**config.mk**
```make
export PLATFORM = sky130hd
export DESIGN_NAME = pipe_ctrl
export DESIGN_NICKNAME = d
export VERILOG_FILES = /design/src/rtl/pipe_ctrl.sv
export SDC_FILE = /design/constraint.sdc
export NUM_CORES = 1
export LEC_CHECK = 0
export ABC_AREA = 1
export ABC_CLOCK_PERIOD_IN_PS = 1310
export BUFFER_PORTS_ARGS = -buffer_cell sky130_fd_sc_hd__buf_4
export CAP_MARGIN = 20
export CORE_AREA = 2 2 53 55
export CTS_BUF_LIST = sky130_fd_sc_hd__clkbuf_16
export DETAILED_ROUTE_END_ITERATION = 7
export DIE_AREA = 0 0 55 57
export PLACE_DENSITY = 0.77
export SETUP_SLACK_MARGIN = 0.3
export SYNTH_ARGS = -nofsm -noshare
export SYNTH_HDL_FRONTEND = slang
export SYNTH_SLANG_ARGS = --single-unit
```
**constraint.sdc**
```tcl
create_clock -name clock -period 1.31 [get_ports clock]
set_input_delay 0.1965 -clock clock [delete_from_list [all_inputs] [get_ports clock]]
set_output_delay 0.1965 -clock clock [all_outputs]
set_load 0.02 [all_outputs]
```
**src/rtl/pipe_ctrl.sv**
```systemverilog
`default_nettype none
// ============================================================================
// Module   : pipe_ctrl
// Brief    : Pipeline control unit for the 5-stage y86 core. Produces the
//            per-cycle stall/bubble controls for the F/D/E/M/W pipeline
//            registers (load/use, ret, mispredicted jXX, exceptions). It also
//            runs a post-reset flush of the unreset pipeline registers and
//            freezes the pipe once W_stat leaves AOK.
//            Optional feature macro: PIPE_PERF_EN (adds perf_* counters).
// Revision : 1.0 - initial release
// ============================================================================
module pipe_ctrl #(
    parameter int FLUSH_CYCLES = 5,
    parameter int PERF_W       = 32
) (
    input  logic              clock,
    input  logic              reset_n,
    input  logic [3:0]        D_icode,
    input  logic [3:0]        d_srcA,
    input  logic [3:0]        d_srcB,
    input  logic [3:0]        E_icode,
    input  logic [3:0]        E_dstM,
    input  logic              e_Cnd,
    input  logic [3:0]        M_icode,
    input  logic [3:0]        m_stat,
    input  logic [3:0]        W_stat,
    output logic              F_stall,
    output logic              D_stall,
    output logic              D_bubble,
    output logic              E_bubble,
    output logic              M_bubble,
    output logic              W_stall,
    output logic              set_cc,
    output logic [3:0]        cpu_stat,
    output logic              halted
`ifdef PIPE_PERF_EN
    ,
    output logic [PERF_W-1:0] perf_cycles,
    output logic [PERF_W-1:0] perf_lu,
    output logic [PERF_W-1:0] perf_mis,
    output logic [PERF_W-1:0] perf_ret
`endif
);

    // Status encoding
    localparam logic [3:0] c_STAT_AOK = 4'b1000;

    // Instruction codes that matter to hazard detection
    localparam logic [3:0] c_I_OP     = 4'h6;
    localparam logic [3:0] c_I_JXX    = 4'h7;
    localparam logic [3:0] c_I_MRMOVQ = 4'h5;
    localparam logic [3:0] c_I_RET    = 4'h9;
    localparam logic [3:0] c_I_POPQ   = 4'hB;
    localparam logic [3:0] c_REG_NONE = 4'hF;

    // Controller states
    localparam logic [1:0] c_ST_INIT = 2'd0;
    localparam logic [1:0] c_ST_RUN  = 2'd1;
    localparam logic [1:0] c_ST_HALT = 2'd2;

    // Last flush count value before entering RUN
    localparam logic [3:0] c_FLUSH_LAST = 4'(FLUSH_CYCLES - 1);

    // Reject out-of-range configurations at elaboration time
    if (FLUSH_CYCLES < 1 || FLUSH_CYCLES > 15 || PERF_W < 1) begin : g_param_check
        $error("pipe_ctrl: FLUSH_CYCLES must be 1..15 and PERF_W >= 1");
    end

    logic [1:0] r_state;
    logic [3:0] r_flush_cnt;
    logic [3:0] r_cpu_stat;
    logic       r_halted;

    logic w_lu;
    logic w_ret;
    logic w_mis;
    logic w_exc_m;
    logic w_exc_w;
    logic w_run;

    // Hazard decode from the current pipeline register contents
    always_comb begin
        w_lu    = ((E_icode == c_I_MRMOVQ) || (E_icode == c_I_POPQ)) &&
                  (E_dstM != c_REG_NONE) &&
                  ((E_dstM == d_srcA) || (E_dstM == d_srcB));
        w_ret   = (D_icode == c_I_RET) || (E_icode == c_I_RET) || (M_icode == c_I_RET);
        w_mis   = (E_icode == c_I_JXX) && !e_Cnd;
        w_exc_m = (m_stat != c_STAT_AOK);
        w_exc_w = (W_stat != c_STAT_AOK);
        w_run   = (r_state == c_ST_RUN);
    end

    // Controller FSM: flush after reset, run, then freeze on a W-stage exception
    always_ff @(posedge clock) begin
        if (!reset_n) begin
            r_state     <= c_ST_INIT;
            r_flush_cnt <= 4'd0;
            r_cpu_stat  <= c_STAT_AOK;
            r_halted    <= 1'b0;
        end else begin
            case (r_state)
                c_ST_INIT: begin
                    r_flush_cnt <= r_flush_cnt + 4'd1;
                    if (r_flush_cnt == c_FLUSH_LAST) begin
                        r_state <= c_ST_RUN;
                    end
                end
                c_ST_RUN: begin
                    if (w_exc_w) begin
                        r_state    <= c_ST_HALT;
                        r_cpu_stat <= W_stat;
                        r_halted   <= 1'b1;
                    end
                end
                c_ST_HALT: begin
                    r_state <= c_ST_HALT;
                end
                default: begin
                    r_state     <= c_ST_INIT;
                    r_flush_cnt <= 4'd0;
                end
            endcase
        end
    end

    // Stage controls; inputs only influence them while running so the
    // flush and frozen phases are X-free regardless of pipeline contents
    always_comb begin
        F_stall  = 1'b1;
        D_stall  = 1'b0;
        D_bubble = 1'b1;
        E_bubble = 1'b1;
        M_bubble = 1'b1;
        W_stall  = 1'b0;
        set_cc   = 1'b0;
        case (r_state)
            c_ST_RUN: begin
                // lu + ret together: stall F/D and bubble E, the ret bubble
                // in D is suppressed because D is being held
                F_stall  = w_lu | w_ret;
                D_stall  = w_lu;
                D_bubble = w_mis | (!w_lu & w_ret);
                E_bubble = w_mis | w_lu;
                M_bubble = w_exc_m | w_exc_w;
                W_stall  = w_exc_w;
                set_cc   = (E_icode == c_I_OP) & !w_exc_m & !w_exc_w;
            end
            c_ST_HALT: begin
                F_stall  = 1'b1;
                D_stall  = 1'b1;
                D_bubble = 1'b0;
                E_bubble = 1'b0;
                M_bubble = 1'b0;
                W_stall  = 1'b1;
                set_cc   = 1'b0;
            end
            default: begin
                F_stall  = 1'b1;
                D_stall  = 1'b0;
                D_bubble = 1'b1;
                E_bubble = 1'b1;
                M_bubble = 1'b1;
                W_stall  = 1'b0;
                set_cc   = 1'b0;
            end
        endcase
    end

    assign cpu_stat = r_cpu_stat;
    assign halted   = r_halted;

`ifdef PIPE_PERF_EN
    logic [PERF_W-1:0] r_perf_cycles;
    logic [PERF_W-1:0] r_perf_lu;
    logic [PERF_W-1:0] r_perf_mis;
    logic [PERF_W-1:0] r_perf_ret;

    // Event counters, active only while running so they freeze in HALT
    always_ff @(posedge clock) begin
        if (!reset_n) begin
            r_perf_cycles <= '0;
            r_perf_lu     <= '0;
            r_perf_mis    <= '0;
            r_perf_ret    <= '0;
        end else if (w_run) begin
            r_perf_cycles <= r_perf_cycles + 1'b1;
            if (w_lu) begin
                r_perf_lu <= r_perf_lu + 1'b1;
            end
            if (w_mis) begin
                r_perf_mis <= r_perf_mis + 1'b1;
            end
            if (w_ret) begin
                r_perf_ret <= r_perf_ret + 1'b1;
            end
        end
    end

    assign perf_cycles = r_perf_cycles;
    assign perf_lu     = r_perf_lu;
    assign perf_mis    = r_perf_mis;
    assign perf_ret    = r_perf_ret;
`else
    // Run decode only feeds the counters; keep it referenced
    logic w_unused_run;
    assign w_unused_run = w_run;
`endif

endmodule
`default_nettype wire

```
# == Word-level counts from Yosys, hierarchy flattened ==
# Index checks and enable logic that the tools add are counted.
# op_classes
n_addsub,1
eq_ne,17
mux,11
n_bitwise,7
reduce_logical,15
# op_table
op,n
4-bit by 3-bit == test with 1-bit output (second input constant),4
4-bit == test (second input constant),4
4-bit != test (second input constant),3
1-bit one-hot mux with 2 select lines,5
4-bit == test,2
4-bit one-hot mux with 2 select lines,1
2-bit one-hot mux with 3 select lines,1
4-bit by 1-bit adder with 4-bit output (second input constant),1
1-bit logical NOT,4
1-bit logical OR,4
2-bit two-way mux,2
2-bit != test (second input constant),2
1-bit bitwise OR,4
2-bit AND reduction,2
1-bit AND,3
1-bit logical AND,3
2-bit by 1-bit == test with 1-bit output (second input constant),1
2-bit == test (second input constant),1
2-bit logical NOT,1
1-bit two-way mux,2
2-bit OR reduction,1
# word_totals
register_bits,11
in_bits,35
output_inout_bits,12
elab_cells,55

# == Longest topological paths before layout ==
# Gate-level depths: netlist of run 1.
# depth
ltp_word,8
mapped_depth,9
depth_no_buf,9

# == Worst setup path before layout of run 1 ==
# No wires, ideal clock.
# synth_timing
path_kind,register to output
startpoint,register r_state[1]
endpoint,output M_bubble
t_arrival_ps,1235
required_time_ps,1113
slack_ps,-122
stages_incl_launch_ff,5
n_path_buf,1
cell_sequence,dfxtp_1 -> inv_1 -> ha_1 -> buf_6 -> o21ai_0
# synth_via
elab_chain_len,2
word_cells_on_any_way,3
classes_between,eq/ne (2); mux (1)
# synth_lines
element,line_no,text
start: declaration,69,logic [1:0] r_state;
start signal: assignment,96,r_state <= c_ST_INIT;
start signal: assignment,105,r_state <= c_ST_RUN;
start signal: assignment,110,r_state <= c_ST_HALT;
2-bit == test or 2-bit by 1-bit == test with 1-bit output (tied branches),136,case (r_state)
1-bit one-hot mux with 2 select lines *,136,
end: declaration,31,"output logic M_bubble,"
# Every way passes the cells marked *; elsewhere a longest branch is shown, timed or not.

# == Worst setup path after layout of run 1 ==
# layout_timing
startpoint,register r_state[1]
endpoint,output D_bubble
# layout_via
elab_chain_len,2
word_cells_on_any_way,3
classes_between,eq/ne (2); mux (1)
# layout_lines
element,line_no,text
2-bit == test or 2-bit by 1-bit == test with 1-bit output (tied branches),136,
1-bit one-hot mux with 2 select lines *,136,
end: declaration,29,"output logic D_bubble,"
# Marked as above.

==> results of run 1 <==
[layout by cell type, fill, tap and decap left out, types with 3 or more instances in the layout]
cell type / n
a21oi_1: 3
a21oi_2: 4
a21oi_4: 3
buf_4: 45
buf_6: 14
clkbuf_16: 3
dfxtp_1: 8
ha_4: 3
inv_1: 22
inv_2: 5
nand2_1: 34
nand2_2: 5
nand2_4: 5
nand3_1: 3
nand3_4: 3
nand4_1: 5
nor2_1: 10
[registers in the layout (all words and copies together) (netlist names)]
name / count
r_state: 2
halted: 1
r_flush_cnt: 4
cpu_stat: 4
[worst max path at each step]
stage,start,endpoint,slack [ns],depth (start not counted)
after floorplan,r_state[1],D_stall,0.15,5
after CTS,r_state[1],E_bubble,-0.18,6
after global placement,W_stat[1],set_cc,0.01,7
after global routing,W_stat[1],set_cc,-0.42,7
after detailed placement,E_icode[1],D_stall,-0.01,7
final,r_state[1],D_bubble,-0.22,6
[power by group through the flow]
stage / registers (W) / clock network, W / logic [W]
floorplan: 0.000556 / 0 / 0.000947
global placement: 0.000514 / 0 / 0.00142
detailed placement: 0.000518 / 0 / 0.00143
CTS: 0.000528 / 0.000565 / 0.00193
global route: 0.000570 / 0.000591 / 0.00240
finish: 0.000557 / 0.000567 / 0.00228
[repair_timing]
item	4_1_cts	5_1_grt
buffers inserted	8	2
endpoints found under the setup margin	18	18
pin swaps	13	10
resized for setup	38	23
[layer usage]
metal | part of all wire [%] | global-route usage, % | wire length [um]
met5 | 0 | 0 | 0
met4 | 3.1 | 5.23 | 104
met3 | 2.8 | 2.36 | 96
met2 | 55 | 38.3 | 1870
met1 | 39 | 19.8 | 1310
[stage by stage]
| stage | setup TNS (ns) | std cells | util [%] |
|---|---|---|---|
| after detailed placement | -0.0157 | 221 | 52.2 |
| after global routing | -2.89 | 235 | 67.6 |
| after CTS | -1.63 | 233 | 63.1 |
| after global placement | 0 | 221 | 52.2 |
| after floorplan | 0 | 142 | - |
| final | -2.04 | 235 | 67.6 |
[final cells by class]
class | count | area, um^2 | area share (%)
Clock buffer | 3 | 75.1 | 4.25
Clock inverter | 1 | 3.75 | 0.212
Inverter | 30 | 130 | 7.36
Multi-Input combinational cell | 100 | 796 | 45.0
Sequential cell | 11 | 229 | 13.0
Tap cell | 31 | 38.8 | 2.19
Timing Repair Buffer | 59 | 495 | 28.0
[cell families (layout without fill, tap and decap cells)]
| group | after synthesis | after routing |
|---|---|---|
| adders and majority gates | 5 | 5 |
| AOI/OAI and AO/OA | 18 | 18 |
| buffers and inverters | 31 | 93 |
| and+or+nand+nor | 77 | 77 |
| DFF | 11 | 11 |
==> metrics.md, run 1 <==
| Metric | Value |
|---|---|
| Outcome | finished, violations left |
| Violated checks | negative setup slack |
| Cell at the slowest stage of the critical path | dfxtp_4 |
| Final worst setup slack | -0.220 ns |
| Min-Delay Endpoint | cpu_stat[3] |
| Avg Cell Area, Syn | 6.05 um^2 |
| CTS tree | built |
| Share of layout cells above drive strength 1 | 54.9% |
| Worst Skew | 0.00199 ns |
| Pwr Density | 1920 nW/um^2 |
| Sequential share of power | 16.4% |
| Crit-path cells | inv_6 -> ha_4 -> buf_6 -> a21oi_4 -> nand2_2 -> buf_6 |
| Worst hold path startpoint | reset_n |
| Worst slack, placed | -0.0127 ns |
| Gp weighted congestion | 0.732 |
| Peak supply drop | 0.00123 V |
| Initial DRC Count | 22 |
| Crit path largest cell delay | 0.37 ns |
| Vias in the first global route | 1074 |
| Die Area | 3140 um^2 |
| Die span in y | 57 um |
| Largest family of logic cells by synthesized area | simple AND/OR/NAND/NOR gates |
| Input/output buffers | 46 |
| RSZ-0062 raised after global routing | true |
| CP delay by family, top | flip-flops |
| CTS Hold Bufs | 0 |
| XOR/XNOR Fraction of Synth Area | 0% |
| Total CTS buffers | 3 |
| Final Max Tran Viols | 0 |
| Crit path kind | reg2out |
| WL per Instance | 14.4 um |
| Pin count of the biggest net entering global routing | 7 |
| Cell Rows | 19 |
| Slew at the pin with the worst max-slew slack | 0.485 ns |
| Final HPWL from detailed placement | 1750 um |
| Final hold vios | 0 |
| Worst-path clk slew | 0.04 ns |
| Max Cap Viol | 0 |
| Root Driver | clkbuf_16 |
| Crit end category | output port |
| IO Count | 47 |
| DRC errors left | 0 |
| Worst Path Max Fanout | 6 |
| Post-route ant nets | 0 |
| Synth Area in Compound Gates | 13.2% |
| Post-DR vias/cell | 4.87 |
| Final instance area | 1770 um^2 |
| Ys flop type | dfxtp_1 |
| Worst EP required | 1.11 ns |
| Latest clock arrival within the worst-skew pair | 0.24 ns |
| Synth Register Bits | 11 |
| Sequential-to-total area share from yosys stat | 25.6% |
| Net Sw Power | 0.00150 W |
| Switch share | 44.1% |
| Worst Hold Depth | 2 |
| Netlist cell types | 21 |
| # clock sinks | 11 |
| Max Freq | 0.654 GHz |
| Syn Nets | 182 |
| Min-Delay Path Class | in2reg |
| Combinational group share of total power | 67.0% |
| Drt total wl | 3380 um |
| Starting Density | 32.9% |
| RR Endpoint | r_state[1] |
| # setup viols final | 13 |
| DR vias | 1145 |
| Share of the synthesized area in the top cell type | 25.6% |
| Adder-Cell Fraction of Synth Area | 7.28% |
| Mux contribution to synthesized area | 0% |
| Grt total ovfl | 0 |
| Clock network fraction of total power | 16.7% |
| Area Growth Syn to Fin | 106% |
| Cell area after synthesis | 860 um^2 |
| Tot Pwr | 0.00340 W |
| Type of origin of the critical path | register |
| H-Tree Level Count | 1 |
| Relative slew slack | 67.4% |
| Post-layout nets | 245 |
| Synth Area in Simple Gates | 39.4% |
| Area of the core | 2620 um^2 |
| Final cycle utilization of the critical path | 117% |
| FFs w/ async S/R, synth | 0% |
| Worst R2R Path Depth | 10 |
| Die width | 55 um |
| Final min period | 1.53 ns |
| Ant. Diodes | 0 |
| Yosys top cell by area | dfxtp_1 |
| Critical path arrival | 1.33 ns |
| Most used cell, CP | buf_6 |
| Pleak | 0.867 nW |
| Bufs on Longest Clock Path | 2 |
| Yosys Warn Count | 0 |
| Number of antenna violations at the first check in global routing | 0 |
| Crit path buffers/inverters | 3 |
| Reg2Reg Setup Slack | -0.19 ns |
| Placed Area | 1370 um^2 |
| Worst r2r src | r_state[1] |
| Synth cell count leaders | nand2_1, inv_1, dfxtp_1, nor2_1, a21oi_1 |
| Post-synth EDFFs | 0 |
| Worst hold margin | 0.207 ns |
| Ranking of synthesized cells by area | dfxtp_1, nand2_1, inv_1 |
| DR pass1 iterations | 4 |
| Gr usage total | 19.3% |
| Post-Synthesis Cells | 142 |
| # fillers | 204 |
| Most frequent cell after synthesis | nand2_1 |
| First-pass GRT wire length | 4490 um |
| P_int | 0.00190 W |
(Power assumes the default switching activity.)
==> run 2: changes to the inputs <==
--- a/config.mk
+++ b/config.mk
@@ -5,15 +5,14 @@
 export SDC_FILE = /design/constraint.sdc
 export NUM_CORES = 1
 export LEC_CHECK = 0
-export ABC_AREA = 1
 export ABC_CLOCK_PERIOD_IN_PS = 1310
 export BUFFER_PORTS_ARGS = -buffer_cell sky130_fd_sc_hd__buf_4
 export CAP_MARGIN = 20
-export CORE_AREA = 2 2 53 55
+export CORE_AREA = 2 2 52 54
 export CTS_BUF_LIST = sky130_fd_sc_hd__clkbuf_16
 export DETAILED_ROUTE_END_ITERATION = 7
-export DIE_AREA = 0 0 55 57
-export PLACE_DENSITY = 0.77
+export DIE_AREA = 0 0 54 56
+export PLACE_DENSITY = 0.78
 export SETUP_SLACK_MARGIN = 0.3
 export SYNTH_ARGS = -nofsm -noshare
 export SYNTH_HDL_FRONTEND = slang
==> run 2 against run 1 <==
  * The run still ends with negative setup slack left
  * Highest routed layer unchanged
  * Final cell count decreased by 16%
  * Largest cell class unchanged
  * Utilization rose by 2.9 points
  * Synthesized cell count shrank 32%
  * Non-clock buffer count rose by 11
  * Via count decreased by 13%
  * Combinational power fell by 75%
  * Fmax is 2.2% lower
  * Power is 55% lower
  * Critical endpoint is now M_bubble
  * First-iteration DRC count fell by 64%
  * Final area shrank 3.0%
  * Sequential share of layout area rose by 0.33 points
==> metrics.md, run 2 <==
| Metric | Value |
|---|---|
| Netlist cell types | 36 (+71%) |
| Syn Nets | 136 (-25%) |
| Final Max Tran Viols | 0 (unchanged) |
| Min-Delay Endpoint | cpu_stat[3] |
| DR vias | 1001 (-13%) |
| Latest clock arrival within the worst-skew pair | 0.24 ns (about the same) |
| Worst Path Max Fanout | 6 (unchanged) |
| Final cycle utilization of the critical path | 119% (+2.7 points) |
| Most frequent cells in the layout | buf_4, buf_6, dfxtp_1 |
| Yosys Warn Count | 0 (unchanged) |
| Starting Density | 34.4% (+1.5 points) |
| Crit-path cells | inv_4 -> ha_4 -> and2_4 -> buf_6 -> a22oi_2 -> buf_4 |
| Critical path arrival | 1.37 ns (+0.04 ns) |
| Pleak | 0.746 nW (-14%) |
| Slew at the pin with the worst max-slew slack | 0.399 ns (-0.0855 ns) |
| Share of the synthesized area in the top cell type | 26.3% (+0.69 points) |
| Met2 global-route usage | 37.8% (-0.46 points) |
| Pwr Density | 887 nW/um^2 (-54%) |
| Worst path depth | 6 (unchanged) |
| Min-Delay Path Class | in2reg |
| Area of the core | 2430 um^2 (-7.0%) |
| IO Count | 47 (unchanged) |
| Max Cap Viol | 0 (unchanged) |
| Ranking of synthesized cells by area | dfxtp_1, xor2_1, ha_1 |
| Post-synth EDFFs | 0 (unchanged) |
| Gr usage total | 19.0% (-0.23 points) |
| Post-route ant nets | 0 (unchanged) |
| Gp weighted congestion | 0.659 (-9.9%) |
| Final HPWL from detailed placement | 2010 um (+15%) |
| Worst R2R Path Depth | 8 (-2) |
| Crit path largest cell delay | 0.36 ns (about the same) |
| Die width | 54 um (-1.8%) |
| # fillers | 184 (-9.8%) |
| GRT busiest layer | met2 |
| RSZ-0062 raised after global routing | true |
| Worst EP required | 1.11 ns (about the same) |
| Post-Place Cells | 185 (-16%) |
| Crit path kind | reg2out |
| Max Freq | 0.639 GHz (-2.2%) |
| Type of origin of the critical path | register |
| Relative slew slack | 73.0% (+5.6 points) |
| Yosys top cell by area | dfxtp_1 |
| Reg2Reg Setup Slack | -0.20 ns (about the same) |
| Bufs on Longest Clock Path | 2 (unchanged) |
| CP delay by family, top | flip-flops |
| CTS Hold Bufs | 0 (unchanged) |
| Final worst setup slack | -0.255 ns (-0.0351 ns) |
| Number of antenna violations at the first check in global routing | 0 (unchanged) |
| DR pass1 iterations | 4 (unchanged) |
| Final core utilization | 70.5% (+2.9 points) |
| Final hold vios | 0 (unchanged) |
| Synth Register Bits | 11 (unchanged) |
| Sequential-to-total area share from yosys stat | 26.3% (+0.69 points) |
| Avg Cell Area, Syn | 8.72 um^2 (+44%) |
| RR Endpoint | r_state[1] |
| Outcome | finished, violations left |
| DRC errors left | 0 (unchanged) |
| Global-route met3 utilization | 4.30% (+1.9 points) |
| Worst Hold Depth | 2 (unchanged) |
| Ys flop type | dfxtp_1 |
| Final Non-Filler Cells | 197 (-16%) |
| Die span in y | 56 um (-1.8%) |
| Cell area after synthesis | 837 um^2 (-2.6%) |
| Grt total ovfl | 0 (unchanged) |
| Cell Rows | 18 (-1) |
| Vias in the first global route | 1031 (-4.0%) |
| Post-DR vias/cell | 5.08 (+4.3%) |
| Synth cell count leaders | dfxtp_1, nand2_1, xor2_1, a22oi_1 |
| First-pass GRT wire length | 4260 um (-5.1%) |
| Worst r2r src | r_state[1] |
| # setup viols final | 15 (+2) |
| CTS tree | built |
| Root Driver | clkbuf_16 |
| Setup TNS | -2.33 ns (-0.292 ns) |
| Pin count of the biggest net entering global routing | 12 (+5) |
| Die Area | 3020 um^2 (-3.5%) |
| FFs w/ async S/R, synth | 0% (unchanged) |
| GR Util met1 | 17.8% (-2.0 points) |
| Area Growth Syn to Fin | 105% |
| Worst Skew | 0.000971 ns (-0.00102 ns) |
| Leading cell type in the layout, fill and taps excluded | buf_4 |
| Worst hold path startpoint | reset_n |
| Initial DRC Count | 8 (-64%) |
| Most frequent cell after synthesis | dfxtp_1 |
| Post-layout nets | 208 (-15%) |
| Peak supply drop | 0.00107 V (-12%) |
| Drt total wl | 2830 um (-16%) |
| Violated checks | negative setup slack |
| # clock sinks | 11 (unchanged) |
| Input/output buffers | 46 (unchanged) |
| Total CTS buffers | 3 (unchanged) |
| Worst-path clk slew | 0.04 ns (about the same) |
| Ant. Diodes | 0 (unchanged) |
| WL per Instance | 14.4 um (about the same) |
| Crit path buffers/inverters | 3 (unchanged) |
| Share of layout cells above drive strength 1 | 67.7% (+13 points) |
| Crit end category | output port |
| Post-Synthesis Cells | 96 (-32%) |
| Final min period | 1.57 ns (+0.0351 ns) |
| H-Tree Level Count | 1 (unchanged) |
| Cell at the slowest stage of the critical path | dfxtp_4 |
run 2: cell count changes after synthesis, sizes merged, moves of 3 or more:
cell and delta:
nand2 -37, inv -25, a21oi -9, xor2 +8, a22oi +7, nand3 -7
nor2b +6, nor2 -5, nand4 -4, nor3 -3, nor4bb +3, o31ai +3
run 2: how the worst max path moves through the flow:
stage | start | slack, ns | endpoint
after floorplan | r_state[0] | -0.05 | D_stall
after global placement | E_dstM[1] | -0.25 | D_stall
after detailed placement | E_dstM[1] | -0.32 | D_stall
after CTS | r_state[1] | -0.26 | D_stall
after global routing | E_dstM[0] | -0.31 | E_bubble
final | r_state[1] | -0.26 | M_bubble
run 2: through the flow:
stage / area [um^2] / total power [W] / setup WS (ns) / hold WS [ns]
6_report: 1710 / 0.00152 / -0.255 / 0.197
3_5_place_dp: 1430 / 0.000873 / -0.320 / 0.439
3_3_place_gp: 1430 / 0.000851 / -0.249 / 0.431
4_1_cts: 1640 / 0.00149 / -0.263 / 0.195
2_1_floorplan: 952 / 0.000669 / -0.0482 / 0.342
5_1_grt: 1710 / 0.00159 / -0.307 / 0.210
run 2: timing repair:
action	CTS	global route
gates resized for setup	26	10
pin swaps	13	10
setup buffers	5	3
endpoints found under the setup margin	18	18
run 2: per-layer routing:
| layer | up-vias | part of all wire, % |
|---|---|---|
| met2 | 35 | 57 |
| met3 | 5 | 7.9 |
| li1 | 492 | - |
| met4 | 0 | 1.1 |
| met1 | 469 | 34 |
| met5 | - | 0 |
run 2: cell type report:
class | instances | area (um^2) | share of cell area, %
multi-input combinational | 77 | 776 | 45.3
timing repair buffer | 70 | 571 | 33.3
sequential | 11 | 228 | 13.3
clock buffer | 3 | 75.1 | 4.38
tap | 30 | 37.5 | 2.19
inverter | 5 | 23.8 | 1.39
clock inverter | 1 | 3.75 | 0.219
run 2: cell families after synthesis:
| kind of cell | Yosys count | synth area share (%) |
|---|---|---|
| AO/OA/AOI/OAI | 22 | 20.5 |
| XOR/XNOR | 8 | 8.37 |
| adder cells (fa/ha/maj) | 5 | 7.47 |
| buffers and inverters | 8 | 3.74 |
| flip-flops | 11 | 26.3 |
| multiplexers | 3 | 3.89 |
| AND/OR/NAND/NOR | 39 | 29.7 |
run 2: power by group:
part	switching (W)	total [W]	internal (W)
Clock	0.000151	0.000551	0.000401
Combinational	0.000259	0.000561	0.000302
Sequential	0.0000382	0.000409	0.000371
Total	0.000448	0.00152	0.00107
